==> src/rtl/arb_mux_if.sv <==
// arb_mux_if: handshake bundle between N producers, the arbitrating mux
// and a single consumer.
//
// Parameters: DATA_WIDTH, CHANNELS, SEL_WIDTH (must match the arb_mux instance).
// Signals:
//   in_data   packed producer data, channel i at [i*DATA_WIDTH +: DATA_WIDTH]
//   in_valid  per-channel request
//   in_ready  per-channel accept (at most one bit high)
//   in_lock   per-channel burst lock (only with ARB_MUX_LOCK_EN)
//   out_data  registered selected data
//   out_valid output register holds a beat
//   out_ready consumer accepts the beat
//   out_slct  index of the channel that produced out_data
// Modports: master = producer/consumer side, slave = arb_mux side.
// Optional feature macro: ARB_MUX_LOCK_EN adds in_lock.
interface arb_mux_if #(
    parameter int DATA_WIDTH = 32,
    parameter int CHANNELS   = 4,
    parameter int SEL_WIDTH  = 2
);
    logic [CHANNELS*DATA_WIDTH-1:0] in_data;
    logic [CHANNELS-1:0]            in_valid;
    logic [CHANNELS-1:0]            in_ready;
    logic [DATA_WIDTH-1:0]          out_data;
    logic                           out_valid;
    logic                           out_ready;
    logic [SEL_WIDTH-1:0]           out_slct;
`ifdef ARB_MUX_LOCK_EN
    logic [CHANNELS-1:0]            in_lock;

    modport master (
        output in_data, in_valid, in_lock, out_ready,
        input  in_ready, out_data, out_valid, out_slct
    );

    modport slave (
        input  in_data, in_valid, in_lock, out_ready,
        output in_ready, out_data, out_valid, out_slct
    );
`else
    modport master (
        output in_data, in_valid, out_ready,
        input  in_ready, out_data, out_valid, out_slct
    );

    modport slave (
        input  in_data, in_valid, out_ready,
        output in_ready, out_data, out_valid, out_slct
    );
`endif
endinterface

==> src/rtl/arb_mux.sv <==
// arb_mux: registered N-channel round-robin arbitrating multiplexer.
//
// Several valid/ready producers share one registered output port. A
// combinational round-robin arbiter picks the next channel starting after
// the last granted one; the winning beat is captured into the output
// register together with its channel index.
//
// Ports:
//   clk  rising-edge clock
//   rst  asynchronous active-high reset
//   bus  arb_mux_if.slave (in_data/in_valid/in_ready, out_data/out_valid/
//        out_ready/out_slct, and in_lock when ARB_MUX_LOCK_EN is defined)
//
// Optional feature macro: ARB_MUX_LOCK_EN. When defined, a channel that won
// the previous transfer and still asserts both in_lock and in_valid is
// granted again, bypassing round-robin (multi-beat bursts).
module arb_mux #(
    parameter int DATA_WIDTH = 32,
    parameter int CHANNELS   = 4,
    parameter int SEL_WIDTH  = 2
) (
    input logic     clk,
    input logic     rst,
    arb_mux_if.slave bus
);

    logic [SEL_WIDTH-1:0]  last_grant;
    logic [SEL_WIDTH-1:0]  grant_idx;
    logic [SEL_WIDTH-1:0]  cand;
    logic                  grant_any;
    logic                  load_ok;
    logic                  transfer;
    logic [CHANNELS-1:0]   ready_c;
    logic [DATA_WIDTH-1:0] sel_data;

    logic [DATA_WIDTH-1:0] data_q;
    logic [SEL_WIDTH-1:0]  slct_q;
    logic                  valid_q;

    assign load_ok = ~valid_q | bus.out_ready;

    // Walk candidates from farthest to nearest so the nearest valid channel
    // after last_grant is the one left standing.
    always_comb begin
        grant_any = 1'b0;
        grant_idx = '0;
        cand      = '0;
        for (int k = CHANNELS; k >= 1; k--) begin
            cand = SEL_WIDTH'((int'(last_grant) + k) % CHANNELS);
            if (bus.in_valid[cand]) begin
                grant_any = 1'b1;
                grant_idx = cand;
            end
        end
`ifdef ARB_MUX_LOCK_EN
        if (bus.in_lock[last_grant] && bus.in_valid[last_grant]) begin
            grant_any = 1'b1;
            grant_idx = last_grant;
        end
`endif
        // Nothing may be accepted while reset is held.
        if (rst) begin
            grant_any = 1'b0;
        end
    end

    assign transfer = grant_any & load_ok;
    assign sel_data = bus.in_data[int'(grant_idx)*DATA_WIDTH +: DATA_WIDTH];

    always_comb begin
        ready_c = '0;
        if (transfer) begin
            ready_c[grant_idx] = 1'b1;
        end
    end

    always_ff @(posedge clk or posedge rst) begin
        if (rst) begin
            valid_q    <= 1'b0;
            data_q     <= '0;
            slct_q     <= '0;
            last_grant <= SEL_WIDTH'(CHANNELS - 1);
        end else if (transfer) begin
            // A new beat overwrites any beat being consumed this same edge.
            valid_q    <= 1'b1;
            data_q     <= sel_data;
            slct_q     <= grant_idx;
            last_grant <= grant_idx;
        end else if (bus.out_ready) begin
            valid_q    <= 1'b0;
        end
    end

    assign bus.in_ready  = ready_c;
    assign bus.out_data  = data_q;
    assign bus.out_slct  = slct_q;
    assign bus.out_valid = valid_q;

endmodule
==> src/flat_wrapper.sv <==
// flat-port wrapper written by rule: the top's interface ports become plain ports
module arb_mux_flat 
#(
    parameter int DATA_WIDTH = 32,
    parameter int CHANNELS   = 4,
    parameter int SEL_WIDTH  = 2
)
  (clk, rst, bus_in_data, bus_in_valid, bus_out_ready, bus_in_ready, bus_out_data, bus_out_valid, bus_out_slct);
  arb_mux_if #(.DATA_WIDTH(DATA_WIDTH), .CHANNELS(CHANNELS), .SEL_WIDTH(SEL_WIDTH)) bus_i ();
  input logic clk;
  input logic rst;
  input wire logic [$bits(bus_i.in_data)-1:0] bus_in_data;
  input wire logic [$bits(bus_i.in_valid)-1:0] bus_in_valid;
  input wire logic [$bits(bus_i.out_ready)-1:0] bus_out_ready;
  output wire logic [$bits(bus_i.in_ready)-1:0] bus_in_ready;
  output wire logic [$bits(bus_i.out_data)-1:0] bus_out_data;
  output wire logic [$bits(bus_i.out_valid)-1:0] bus_out_valid;
  output wire logic [$bits(bus_i.out_slct)-1:0] bus_out_slct;
  assign bus_i.in_data = bus_in_data;
  assign bus_i.in_valid = bus_in_valid;
  assign bus_i.out_ready = bus_out_ready;
  assign bus_in_ready = bus_i.in_ready;
  assign bus_out_data = bus_i.out_data;
  assign bus_out_valid = bus_i.out_valid;
  assign bus_out_slct = bus_i.out_slct;
  arb_mux #(.DATA_WIDTH(DATA_WIDTH), .CHANNELS(CHANNELS), .SEL_WIDTH(SEL_WIDTH)) u_core (.clk(clk), .rst(rst), .bus(bus_i));
endmodule
==> config.mk <==
export PLATFORM = sky130hd
export DESIGN_NAME = arb_mux_flat
export DESIGN_NICKNAME = d
export VERILOG_FILES = /design/src/rtl/arb_mux_if.sv /design/src/rtl/arb_mux.sv /design/src/flat_wrapper.sv
export SDC_FILE = /design/constraint.sdc
export NUM_CORES = 1
export LEC_CHECK = 0
export CORE_MARGIN = 2
export CORE_UTILIZATION = 38
export CTS_CLUSTER_SIZE = 10
export DETAILED_ROUTE_END_ITERATION = 12
export GPL_TIMING_DRIVEN = 0
export PLACE_DENSITY_LB_ADDON = 0.25
export SETUP_SLACK_MARGIN = 0.2
export SYNTH_ARGS = -nofsm -noshare
export SYNTH_HDL_FRONTEND = slang
export SYNTH_SLANG_ARGS = --single-unit
export TNS_END_PERCENT = 50
==> constraint.sdc <==
create_clock -name clk -period 6.1 [get_ports clk]
set_clock_uncertainty 0.2 [all_clocks]
set_input_delay 0.61 -clock clk [delete_from_list [all_inputs] [get_ports clk]]
set_output_delay 0.61 -clock clk [all_outputs]
set_load 0.05 [all_outputs]
==> results of run 1 <==
==> per-layer routing <==
metal	vias to the layer above	track usage	wire [um]	share of wire
li1	1379	-	-	-
met1	1380	0.329	3880	0.40
met2	164	0.477	4560	0.48
met3	20	0.0772	882	0.092
met4	0	0.0982	259	0.027
met5	-	0	0	0
==> flip-flops by register name, indices dropped and copies added (netlist names) <==
| name | count |
|---|---|
| u_core.bus.out_data | 32 |
| u_core.bus.out_valid | 1 |
| u_core.last_grant | 2 |
| u_core.bus.out_slct | 2 |
==> cells by family after synthesis <==
group,share of synthesized area
AO/OA/AOI/OAI,0.308
flip-flops,0.387
AND/OR/NAND/NOR,0.243
buffers and inverters,0.0620
==> final timing paths <==
kind                            slack, ns                       to  cells past startpoint
worst min register to register       0.30   u_core.bus.out_slct[1]                      1
worst min-delay path                 0.30   u_core.bus.out_slct[1]                      1
min in group asynchronous            0.63  u_core.bus.out_data[30]                      2
worst max register to register       3.82  u_core.bus.out_data[12]                      5
max in group asynchronous            4.56   u_core.bus.out_data[8]                      2
worst max-delay path                 2.06          bus_in_ready[2]                      8
==> critical path, cell delays in order <==
cell and delay (ns):
clkdlybuf4s50_1 0.54, o21ai_0 0.34, o221ai_2 0.18, buf_2 0.21, buf_2 0.20, nor2_1 0.20
and2_1 0.15, clkdlybuf4s50_1 0.80
==> power by group <==
group	total, W	internal (W)	switching (W)
Clock	0.000193	0.000102	0.0000904
Combinational	0.000790	0.000316	0.000475
Sequential	0.000359	0.000316	0.0000434
Total	0.00134	0.000734	0.000608
==> cell usage after synthesis <==
master	n	area (sq um)
a211oi_2	1	12.5
a21o_1	2	15.0
a21oi_1	4	20.0
a21oi_2	1	8.76
a221o_1	32	320
and2_1	2	12.5
and3_1	33	206
buf_2	11	55.1
buf_6	3	33.8
clkbuf_1	13	48.8
dfrtp_1	35	876
dfstp_2	2	52.6
inv_1	3	11.3
nand2_1	34	128
nand2b_1	3	18.8
nand2b_4	1	13.8
nor2_1	39	146
nor2_2	1	6.26
nor2b_1	3	18.8
nor3_1	2	10.0
nor3_4	1	16.3
o211a_1	1	10.0
o21a_1	1	7.51
o21ai_0	2	10.0
o221ai_2	1	15.0
o32a_1	32	320
or2_2	1	6.26
==> cell type report <==
cell class	instances	area, sq um
Buffer	27	138
Clock buffer	7	96.3
Clock inverter	1	5.00
Fill cell	489	1700
Inverter	3	11.3
Multi-Input combinational cell	197	1320
Sequential cell	37	928
Tap cell	75	93.8
Timing Repair Buffer	173	1730
==> through the flow <==
step	hold slack [ns]	utilization	instances
2_1_floorplan	0.303	-	264
3_3_place_gp	0.278	0.701	512
3_5_place_dp	0.282	0.701	512
4_1_cts	0.303	0.718	520
5_1_grt	0.313	0.718	520
6_report	0.298	0.718	520
==> flow_metrics.py, run 1 <==
metrics = {
    "run": {
        "maxCapViolations": 0,
    },
    "worst_setup_path": {
        "startpoint": "bus_in_valid[1]",
        "criticalPathCategory": "in -> out",
        "crit_required_ns": 5.29,
        "critPathLaunchType": "input port",
        "critPathMaxFanout": 10,
        "crit_path_end_kind": "output pin",
        "cp_data_arrival_time_ns": 3.23,
        "r2r-start": "u_core.last_grant[1]",
    },
    "global_route": {
        "grt_pass1_wl_um": 15400,
        "antenna_found_initial": 0,
        "overflow": 0,
        "grt_start_max_net_pins": 38,
        "grt_usage": 0.276,
        "grt_pass1_vias": 3124,
    },
    "logic_synthesis": {
        "syn_inst": 264,
        "syn_nets": 399,
        "syn_area_sq_um": 2400,
        "synth.distinct_cells": 27,
        "avgSynthCellArea_sq_um": 9.09,
        "synth_seq_cells": 37,
        "yosysWarnings": 0,
        "seq_area_frac_synth": 0.387,
    },
    "clock_tree": {
        "clock_path_buffers": 2,
        "cts_setup_buffers": 0,
        "root_buffer": "clkbuf_8",
        "cts_hold_buf": 0,
        "post_cts_resized": 0,
        "clock_sinks": 37,
        "cts_made_buffers": 5,
        "worstSkewPairLatency_ns": 0.29,
        "cts_max_level": 2,
        "cts_tree": "built",
        "clk_pin_slew_worst_paths_ns": 0.07,
    },
    "floorplanning": {
        "rows": 28,
        "initial_core_util": 0.398,
        "die_height_um": 83.5,
        "coreArea_sq_um": 6030,
        "dieWidth_um": 83.5,
        "die-area_sq_um": 6970,
        "pin_count": 174,
    },
    "detailed_routing": {
        "drc": 0,
        "drt_first_pass_iters": 4,
        "ant_nets": 0,
        "avgRoutedWirePerCell_um": 18.4,
        "num_vias": 2943,
        "via_per_inst": 5.66,
        "drt_iter0_markers": 157,
        "wl_um": 9580,
    },
    "timing": {
        "max_freq_mhz": 247,
        "hold_viol": 0,
        "setup_violations": 0,
        "tightestPinTransition_ns": 0.789,
        "setup_ws_ns": 2.06,
        "fin_crit_sh": 0.663,
        "final.setup.tns_ns": 0,
        "slew_headroom": 0.473,
        "timing.final.crit_period_ns": 4.04,
        "slew_viol_final": 0,
        "rsz0062_at_grt": "no",
    },
    "place": {
        "dp_hpwl_um": 7390,
        "gp_congestion": 0.822,
        "io_buffers": 173,
        "placed_cell_area_sq_um": 4230,
        "place_worst_setup_slack_ns": 2.06,
    },
    "layout": {
        "drive_above_1_share": 0.0719,
        "layout_common_cells": "173 x clkdlybuf4s50_1, 39 x nor2_1, 35 x dfrtp_1, 34 x nand2_1, 33 x and3_1",
        "fin_nets": 579,
        "synthToLayoutAreaGrowth_pct": 80.3,
        "mostFrequentLayoutCell": "clkdlybuf4s50_1",
        "stdcell_area_sq_um": 4330,
        "antennaDiodeCount": 0,
    },
    "hold_path": {
        "min_path_type": "reg -> reg",
        "worstHoldStart": "u_core.bus.out_slct[1]",
    },
    "run_status": {
        "status": "finished clean",
    },
    "power": {
        "pwr_density_cell_nw_per_um2": 310,
        "ir_worst_vdd_mv": 0.169,
        "p_leak_nw": 1.81,
        "finalPower_w": 0.00134,
    },
}
Power figures use the tool's default switching activity.
==> run 2: changes to the inputs <==
--- a/config.mk
+++ b/config.mk
@@ -6,7 +6,7 @@
 export NUM_CORES = 1
 export LEC_CHECK = 0
 export CORE_MARGIN = 2
-export CORE_UTILIZATION = 38
+export CORE_UTILIZATION = 32
 export CTS_CLUSTER_SIZE = 10
 export DETAILED_ROUTE_END_ITERATION = 12
 export GPL_TIMING_DRIVEN = 0
==> constraint.sdc (replaced) <==
create_clock -name clk -period 3.54 [get_ports clk]
set_clock_uncertainty 0.2 [all_clocks]
set_input_delay 0.354 -clock clk [delete_from_list [all_inputs] [get_ports clk]]
set_output_delay 0.354 -clock clk [all_outputs]
set_load 0.05 [all_outputs]
==> run 2 against run 1 <==
Against the previous run:
- count of clock-buffer cells in the layout grew 1
- total power increased by 68%
- register-to-register slack lost 2.5 ns
- via count decreased by 3.9%
- worst setup slack worse by 1.8 ns
- sequential cell count is the same
- die area grew 18%
- combinational power grew 72%
- hold slack worse by 0.016 ns
- critical path type unchanged
- largest power group unchanged
- highest routed layer unchanged
==> flow_metrics.py, run 2 (same netlist as run 1, synthesis figures left out) <==
metrics = {
    "run_status": {
        "status": "finished clean",
    },
    "clock_tree": {
        "root_buffer": "clkbuf_8",
        "cts_hold_buf": 0,
        "clock_sinks": 37,
        "cts_max_level": 2,
        "cts_tree": "built",
        "cts_setup_buffers": 0,
        "worstSkewPairLatency_ns": 0.28,
        "clock_path_buffers": 2,
        "clk_pin_slew_worst_paths_ns": 0.07,
        "cts_made_buffers": 5,
    },
    "timing": {
        "slew_headroom": 0.452,
        "max_freq_mhz": 309,
        "final.setup.tns_ns": 0,
        "hold_viol": 0,
        "rsz0062_at_grt": "yes",
        "slew_viol_final": 0,
        "setup_ws_ns": 0.304,
        "timing.final.crit_period_ns": 3.24,
        "fin_crit_sh": 0.914,
        "tightestPinTransition_ns": 0.821,
        "setup_violations": 0,
    },
    "hold_path": {
        "worstHoldStart": "u_core.bus.out_slct[1]",
        "whs_path_depth": 1,
        "min_path_type": "reg -> reg",
        "min_to": "u_core.bus.out_slct[1]",
    },
    "floorplanning": {
        "dieWidth_um": 90.6,
        "initial_core_util": 0.331,
        "die-area_sq_um": 8210,
        "coreArea_sq_um": 7250,
        "pin_count": 174,
        "rows": 31,
        "die_height_um": 90.6,
    },
    "layout": {
        "antennaDiodeCount": 0,
        "post-route-util": 0.598,
        "largest_register_ffs": 32,
        "synthToLayoutAreaGrowth_pct": 80.8,
        "mostFrequentLayoutCell": "clkdlybuf4s50_1",
        "stdcell_area_sq_um": 4340,
        "layout_common_cells": "169 x clkdlybuf4s50_1, 39 x nor2_1, 35 x dfrtp_1, 34 x nand2_1, 33 x and3_1",
        "fin_nets": 579,
        "drive_above_1_share": 0.0652,
        "fill_cells": 655,
    },
    "worst_setup_path": {
        "critPathMaxFanout": 10,
        "critPathLaunchType": "input port",
        "startpoint": "bus_in_valid[1]",
        "crit_required_ns": 2.99,
        "worst-r2r-cell-count": 5,
        "crit_path_end_kind": "output pin",
        "criticalPathCategory": "in -> out",
        "cp_data_arrival_time_ns": 2.68,
        "r2r-end": "u_core.bus.out_data[24]",
        "r2r_setup_slack_ns": 1.30,
        "r2r-start": "u_core.last_grant[1]",
    },
    "detailed_routing": {
        "drt_iter0_markers": 109,
        "via_per_inst": 5.20,
        "wl_um": 9630,
        "num_vias": 2829,
        "avgRoutedWirePerCell_um": 17.7,
        "drt_first_pass_iters": 4,
        "drc": 0,
        "ant_nets": 0,
    },
    "power": {
        "pwr_density_cell_nw_per_um2": 521,
        "power_frac_seq": 0.272,
        "power.internal_w": 0.00123,
        "switching_share": 0.457,
        "p_leak_nw": 1.84,
        "p_switching_w": 0.00103,
        "power_frac_clock": 0.125,
        "finalPower_w": 0.00226,
        "ir_worst_vdd_mv": 0.222,
        "p_comb_frac": 0.603,
    },
    "global_route": {
        "overflow": 0,
        "grt_start_max_net_pins": 38,
        "grt_usage": 0.225,
        "grt_pass1_vias": 2912,
        "grt_pass1_wl_um": 14900,
        "antenna_found_initial": 0,
    },
    "place": {
        "place_worst_setup_slack_ns": 0.00686,
        "io_buffers": 173,
        "dp_hpwl_um": 7340,
        "gp_congestion": 0.855,
        "placed_cell_area_sq_um": 4260,
    },
    "run": {
        "maxCapViolations": 0,
    },
}
==> run 2: changes by cell type in the layout (fill, tap and decap cells not counted) <==
cell,delta
clkbuf_1,+3
clkbuf_8,-2
clkdlybuf4s50_1,-4
clkinv_2,-1
dlygate4sd2_1,+2
dlymetal6s2s_1,+2
==> run 2: worst max-delay path, stage by stage <==
cell	delay (ns)
clkdlybuf4s50_1	0.61
o21ai_0	0.18
o221ai_2	0.27
buf_2	0.27
buf_2	0.27
nand2_1	0.07
nor2_1	0.10
dlygate4sd2_1	0.55
==> run 2: worst max-delay path by stage <==
stage	cells past startpoint	slack [ns]	end
floorplan	5	0.76	bus_in_ready[3]
global placement	8	0.02	bus_in_ready[1]
detailed placement	8	0.007	bus_in_ready[2]
CTS	7	0.02	bus_in_ready[0]
global route	8	0.12	bus_in_ready[2]
finish	8	0.30	bus_in_ready[1]
==> run 2: area by class of cell <==
cell class	instances	area [sq um]	area share
timing repair buffer	173	1730	0.400
multi-input combinational	197	1320	0.305
buffer	27	138	0.0317
sequential	37	928	0.214
inverter	3	11.3	0.00260
tap	99	124	0.0286
clock buffer	8	80.1	0.0185
==> run 2: power by group through the flow <==
stage	logic [W]	registers, W	clock network, W
3_3_place_gp	0.00136	0.000614	0
5_1_grt	0.00144	0.000629	0.000307
3_5_place_dp	0.00137	0.000620	0
2_1_floorplan	0.000436	0.00101	0
4_1_cts	0.00137	0.000613	0.000292
6_report	0.00136	0.000614	0.000283
==> run 2: timing repair <==
action                     4_1_cts  5_1_grt
pin swaps                        0        0
setup endpoints to repair        4        4
resized for setup                2        2
==> run 2: through the flow <==
| step | hold WS [ns] | std cells |
|---|---|---|
| after floorplan | 0.303 | 264 |
| after global placement | 0.261 | 536 |
| after detailed placement | 0.265 | 536 |
| after CTS | 0.282 | 544 |
| after global routing | 0.304 | 544 |
| final | 0.282 | 544 |
==> run 2: metal layers <==
metal	up-vias	global-route usage	wire [um]
met5	-	0	0
met4	0	0.0526	106
met3	8	0.0434	561
met2	110	0.409	4960
met1	1341	0.273	4010
li1	1370	-	-
==> run 3: changes to the inputs <==
--- a/config.mk
+++ b/config.mk
@@ -7,6 +7,7 @@
 export LEC_CHECK = 0
 export CORE_MARGIN = 2
 export CORE_UTILIZATION = 32
+export CTS_CLUSTER_DIAMETER = 30
 export CTS_CLUSTER_SIZE = 10
 export DETAILED_ROUTE_END_ITERATION = 12
 export GPL_TIMING_DRIVEN = 0
==> results of run 3 <==
No change in the layout: final DEF, timing and power equal those of run 2.
